===== config.mk =====
export PLATFORM = sky130hd
export DESIGN_NAME = match_controller
export DESIGN_NICKNAME = d
export VERILOG_FILES = /design/src/rtl/match_pkg.sv /design/src/rtl/match_controller_frame_timer.sv /design/src/rtl/match_controller.sv
export SDC_FILE = /design/constraint.sdc
export NUM_CORES = 1
export LEC_CHECK = 0
export CORE_MARGIN = 4
export CORE_UTILIZATION = 38
export CTS_BUF_LIST = sky130_fd_sc_hd__clkbuf_16
export DETAILED_ROUTE_END_ITERATION = 7
export PLACE_DENSITY_LB_ADDON = 0.3
export SYNTH_ARGS = -nofsm -noshare
export SYNTH_HDL_FRONTEND = slang
export SYNTH_SLANG_ARGS = --single-unit

===== constraint.sdc =====
create_clock -name clk_i -period 2 [get_ports clk_i]
set_clock_uncertainty 0.1 [all_clocks]
set_input_delay 0.4 -clock clk_i [delete_from_list [all_inputs] [get_ports clk_i]]
set_output_delay 0.4 -clock clk_i [all_outputs]
set_load 0.01 [all_outputs]

===== src/rtl/match_pkg.sv =====
// rtl/match_pkg.sv - shared types and defaults for the pong match sequencer
package match_pkg;

    typedef enum logic [2:0] {
        ST_IDLE      = 3'd0,
        ST_SERVE     = 3'd1,
        ST_PLAY      = 3'd2,
        ST_PAUSE     = 3'd3,
        ST_POINT     = 3'd4,
        ST_GAME_OVER = 3'd5
    } match_state_t;

    localparam logic [1:0] WINNER_NONE   = 2'b00;
    localparam logic [1:0] WINNER_PLAYER = 2'b01;
    localparam logic [1:0] WINNER_ENEMY  = 2'b10;

    localparam int DEF_WIN_SCORE    = 7;
    localparam int DEF_SERVE_FRAMES = 60;
    localparam int DEF_POINT_FRAMES = 90;

endpackage


===== src/rtl/match_controller_frame_timer.sv =====
// rtl/match_controller_frame_timer.sv - clearable frame counter with limit compare
module frame_timer #(
    parameter int CNT_W = 8
) (
    input  logic             clk_i,
    input  logic             rst_i,
    input  logic             clear_i,
    input  logic             new_frame_i,
    input  logic [CNT_W-1:0] limit_i,
    output logic             expired_o
);

    logic [CNT_W-1:0] count_q;

    always_ff @(posedge clk_i) begin
        if (rst_i) begin
            count_q <= '0;
        end else if (clear_i) begin
            count_q <= '0;
        end else if (new_frame_i) begin
            count_q <= count_q + 1'b1;
        end
    end

    // Fires on the pulse that brings the count to the limit.
    assign expired_o = new_frame_i && (count_q == limit_i - 1'b1);

endmodule


===== src/rtl/match_controller.sv =====
// rtl/match_controller.sv - pong match FSM, score counters and start-key edge detect
module match_controller
    import match_pkg::*;
#(
    parameter int WIN_SCORE    = DEF_WIN_SCORE,
    parameter int SCORE_W      = 4,
    parameter int SERVE_FRAMES = DEF_SERVE_FRAMES,
    parameter int POINT_FRAMES = DEF_POINT_FRAMES,
    parameter int FRAME_CNT_W  = 8
) (
    input  logic               clk_i,
    input  logic               rst_i,
    input  logic               start_i,
    input  logic               new_frame_i,
    input  logic               miss_left_i,
    input  logic               miss_right_i,
    output logic               run_o,
    output logic               serve_o,
    output logic [SCORE_W-1:0] player_score_o,
    output logic [SCORE_W-1:0] enemy_score_o,
    output logic [1:0]         winner_o,
    output logic [2:0]         state_o
);

    localparam logic [SCORE_W-1:0] WIN = SCORE_W'(WIN_SCORE);

    match_state_t       state_q, state_d;
    logic               start_q, arm_q, press_q;
    logic               run_q, serve_q;
    logic [SCORE_W-1:0] player_q, player_d, enemy_q, enemy_d;
    logic [1:0]         winner_q, winner_d;
    logic               timing, timer_clear, timer_exp;
    logic [FRAME_CNT_W-1:0] timer_limit;

    assign timing      = (state_q == ST_SERVE) || (state_q == ST_POINT);
    assign timer_clear = (state_d != state_q);
    assign timer_limit = (state_q == ST_POINT) ? FRAME_CNT_W'(POINT_FRAMES)
                                               : FRAME_CNT_W'(SERVE_FRAMES);

    frame_timer #(.CNT_W(FRAME_CNT_W)) u_frame_timer (
        .clk_i       (clk_i),
        .rst_i       (rst_i),
        .clear_i     (timer_clear),
        .new_frame_i (new_frame_i && timing),
        .limit_i     (timer_limit),
        .expired_o   (timer_exp)
    );

    always_comb begin
        state_d  = state_q;
        player_d = player_q;
        enemy_d  = enemy_q;
        winner_d = winner_q;
        case (state_q)
            ST_IDLE: begin
                if (press_q) begin
                    state_d  = ST_SERVE;
                    player_d = '0;
                    enemy_d  = '0;
                end
            end
            ST_SERVE: begin
                if (timer_exp) state_d = ST_PLAY;
            end
            ST_PLAY: begin
                // A miss outranks a simultaneous press; a double miss scores nobody.
                if (miss_left_i || miss_right_i) begin
                    state_d = ST_POINT;
                    if (miss_left_i && !miss_right_i && player_q < WIN) player_d = player_q + 1'b1;
                    if (miss_right_i && !miss_left_i && enemy_q < WIN) enemy_d = enemy_q + 1'b1;
                end else if (press_q) begin
                    state_d = ST_PAUSE;
                end
            end
            ST_PAUSE: begin
                if (press_q) state_d = ST_PLAY;
            end
            ST_POINT: begin
                if (timer_exp) begin
                    if (player_q == WIN || enemy_q == WIN) begin
                        state_d  = ST_GAME_OVER;
                        winner_d = (player_q == WIN) ? WINNER_PLAYER : WINNER_ENEMY;
                    end else begin
                        state_d = ST_SERVE;
                    end
                end
            end
            ST_GAME_OVER: begin
                if (press_q) begin
                    state_d  = ST_SERVE;
                    player_d = '0;
                    enemy_d  = '0;
                    winner_d = WINNER_NONE;
                end
            end
            default: state_d = ST_IDLE;
        endcase
    end

    always_ff @(posedge clk_i) begin
        if (rst_i) begin
            start_q  <= 1'b0;
            arm_q    <= 1'b0;
            press_q  <= 1'b0;
            state_q  <= ST_IDLE;
            run_q    <= 1'b0;
            serve_q  <= 1'b0;
            player_q <= '0;
            enemy_q  <= '0;
            winner_q <= WINNER_NONE;
        end else begin
            start_q  <= start_i;
            // A key held through reset must be seen released before it can count.
            arm_q    <= arm_q || !start_i;
            press_q  <= start_i && !start_q && arm_q;
            state_q  <= state_d;
            run_q    <= (state_d == ST_PLAY);
            serve_q  <= (state_d == ST_SERVE) && (state_q != ST_SERVE);
            player_q <= player_d;
            enemy_q  <= enemy_d;
            winner_q <= winner_d;
        end
    end

    assign run_o          = run_q;
    assign serve_o        = serve_q;
    assign player_score_o = player_q;
    assign enemy_score_o  = enemy_q;
    assign winner_o       = winner_q;
    assign state_o        = state_q;

endmodule

==> reports/qor.csv <==
stage;metric;value;unit
synthesis;synth_seq_area_share;39.02;%
worst_setup_path;cpMaxStageDelayCell;clkdlybuf4s50_1;
worst_setup_path;start_kind;primary input;
worst_setup_path;crit_start;miss_left_i;
synthesis;yosys_warnings;0;
finish;finalNetCount;197;
global_route;grt_use_total;13.99;%
pwr;powerDensity;593.7;nW/um^2
sta;setup_ws;0.1303;ns
global_route;grt_pass1_wl;4988;um
clock_tree;htreeDepth;1;
clock_tree;cts_buffers;3;
clock_tree;ctsHoldBuffers;0;
clock_tree;clkLatencyLatePin;0.26;ns
place;hpwl;2211;um
worst_setup_path;end_kind;flip-flop;
worst_setup_path;r2r_slack;0.13;ns
finish;drive_gt1_share;18.72;%
hold_path;min_path_cells;1;
sta;rsz0062_at_grt;false;
synthesis;yosysUniqueCellTypes;44;
finish;final_common_cell;dfxtp_1;
worst_setup_path;cp.depth;8;
routing;wl_per_cell;12.70;um
routing;avgViaCountPerCell;5.300;
routing;vias;1235;
synthesis;synth_area;1334;um^2
synthesis;async_flop_share;0;%
finish;final_util;52.38;%
global_route;overflow;0;
sta;min_period_over_period;93.49;%
floorplanning;initial_core_util;39.66;%
sta;hold_viol_final;0;
place;portBuffers;20;
hold_path;worstHoldStart;start_q;
routing;drtAntennaViolNets;0;
pwr;p_leak;0.6680;nW
pwr;internal_power;0.8336;mW
synthesis;synth_ff_type;dfxtp_1;
global_route;grt_pass1_vias;1146;
pwr;seqPwrFrac;50.7;%
routing;drc_errors;0;
finish;area_growth;32.08;%
pwr;swShare;20.30;%
floorplanning;placementRows;21;
worst_setup_path;cp_max_fo;8;
sta;slew_viol_final;0;
floorplanning;io_pins;21;
worst_setup_path;ff2ff_path_depth;5;
worst_setup_path;path_class;primary input to flip-flop;
clock_tree;root_buffer;clkbuf_16;
worst_setup_path;crit_buf_inv;3;
synthesis;syn_avg_cell_area;9.012;um^2
pwr;p_clk_share;41.9;%
worst_setup_path;critical_path_arrival;1.95;ns
synthesis;syn_nets;157;
finish;design_area;1762;um^2
worst_setup_path;r2r_end;serve_o;
floorplanning;die_w;67.25;um
finish;final_cell_mix;25 x dfxtp_1, 24 x nor2_1, 19 x clkdlybuf4s50_1, 19 x buf_4, 11 x nand2_1;
sta;max-slew-margin-rel;76.03;%
routing;finalWirelength;2959;um
global_route;antenna_found_initial;0;
routing;drt_first_pass_iters;4;
hold_path;holdPathEnd;press_q;
synthesis;syn-instance-count;148;
clock_tree;path_clk_slew;0.06;ns
sta;setup_viol;0;
sta;clock.fmax;534.8;MHz
sta;max_slew.worst_pin.slew;0.3570;ns
floorplanning;dieArea;4522;um^2
place;placed_cell_area;1663;um^2
sta;fin_tns_setup;0;ns
pwr;vdd_drop_max;0.0003012;V
worst_setup_path;slowest_delay;0.46;ns
synthesis;synth-edff-count;0;
finish;diodes;0;
sta;min_period;1.870;ns
synthesis;ys_ff_latch;26;
flow_run;maxCapViolations;0;
pwr;combinationalPowerShare;7.4;%
floorplanning;die_h;67.25;um
hold_path;hp-class;flip-flop to flip-flop;
worst_setup_path;path_delay_family;buffers and inverters;
clock_tree;cts.path.max_buffers;2;
place;gp_congestion;0.9451;
worst_setup_path;crit_chain;clkdlybuf4s50_1 -> buf_4 -> o21a_1 -> a21oi_1 -> o221a_2 -> o211ai_1 -> buf_4 -> a21oi_1;
clock_tree;clock_sinks;26;
place;pre_cts_slack;-0.4424;ns
global_route;grt_max_degree;15;
worst_setup_path;r2r_start;u_frame_timer.count_q[3];
status;status;completed;
routing;drt_iter0_drc;44;
clock_tree;cts_tree;yes;
pwr;power.switching;0.2123;mW
worst_setup_path;cp_data_required_time;2.08;ns
floorplanning;core-area;3363;um^2
[synthesized netlist by cell type (2+ instances only)]
| cell type | count | area (um^2) |
|---|---|---|
| mux2i_1 | 3 | 30.03 |
| nor4bb_1 | 2 | 20.02 |
| a41oi_1 | 2 | 17.52 |
| nor2_1 | 24 | 90.09 |
| nand3_1 | 3 | 15.01 |
| nand4_1 | 2 | 12.51 |
| nor3b_1 | 3 | 22.52 |
| clkbuf_8 | 2 | 27.53 |
| nor3_1 | 2 | 10.01 |
| xnor2_1 | 7 | 61.31 |
| o211ai_1 | 2 | 15.01 |
| nand2_1 | 11 | 41.29 |
| o21ai_0 | 8 | 40.04 |
| nor2b_1 | 2 | 12.51 |
| xor2_1 | 3 | 26.28 |
| and3_1 | 4 | 25.02 |
| a21oi_1 | 10 | 50.05 |
| ha_1 | 3 | 37.54 |
| a31oi_1 | 2 | 12.51 |
| inv_1 | 4 | 15.01 |
| dfxtp_1 | 26 | 520.5 |
[kinds of logic (layout without fill, tap and decap cells)]
kind of cell	count (synthesis)	in the layout	synth area share, %
simple gates	64	64	25.42
compound gates	33	33	16.60
flops	26	26	39.02
xor+xnor	10	10	6.567
buf+inv	8	47	6.473
mux	4	4	3.096
fa+ha+maj	3	3	2.815
[per-layer routing]
metal  wire length, um  share of wire [%]  up-vias  GRT usage, %
met5                 0                  0        -             0
li1                  -                  -      610             -
met1              1361                 46      575         19.01
met4                69                2.3        0         6.582
met3               169                5.7        9         2.496
met2              1359                 46       41         21.35
[registers in the layout, summed over array words and instances (netlist names)]
name and flops:
winner_o 2, u_frame_timer.count_q 8, run_o 1, player_score_o 4, start_q 1, state_o 3, arm_q 1, enemy_score_o 4
press_q 1, serve_o 1
[final cells by class]
cell class | instances | area (um^2)
flip-flops and latches | 26 | 521.8
clock buffers | 3 | 75.07
clock inverters | 1 | 3.754
multi-input cells | 114 | 747.0
inverters | 4 | 15.01
repair buffers | 39 | 341.6
well taps | 46 | 57.56
fillers | 338 | 1602
[metrics by stage]
step                      std cells  hold slack (ns)  power, mW
after floorplan                 148           0.2721     0.5807
after global placement          229           0.2792     0.6161
after detailed placement        229           0.2882     0.6180
after CTS                       233           0.2996      1.060
after global routing            233           0.3180      1.090
final                           233           0.2990      1.046
[power groups by stage]
stage	logic (mW)	registers [mW]	clock network, mW
after floorplan	0.0382	0.543	0
after global placement	0.0743	0.542	0
after detailed placement	0.0758	0.542	0
after CTS	0.0764	0.530	0.453
after global routing	0.0842	0.531	0.475
final	0.0772	0.531	0.438
[worst register-to-register path, delay by kind of cell, from the launching register on]
kind | cells | cell delay (ns)
AOI/OAI and AO/OA | 3 | 0.61
and+or+nand+nor | 2 | 0.70
DFF | 1 | 0.41
[how the worst max path moves through the flow]
| stage | to | slack (ns) |
|---|---|---|
| floorplan | u_frame_timer.count_q[0] | 0.04 |
| global placement | serve_o | -0.40 |
| detailed placement | serve_o | -0.44 |
| CTS | u_frame_timer.count_q[1] | 0.06 |
| global route | u_frame_timer.count_q[1] | 0.006 |
| finish | u_frame_timer.count_q[1] | 0.13 |
[repair_timing]
item	in CTS	in global routing
resized for setup	2	5
pin swaps	3	0
cloned	0	0
buffers inserted	0	0
setup endpoints to repair	11	12
endpoints found under the hold margin	0	0
No activity file was read; power rests on OpenSTA's default activity.
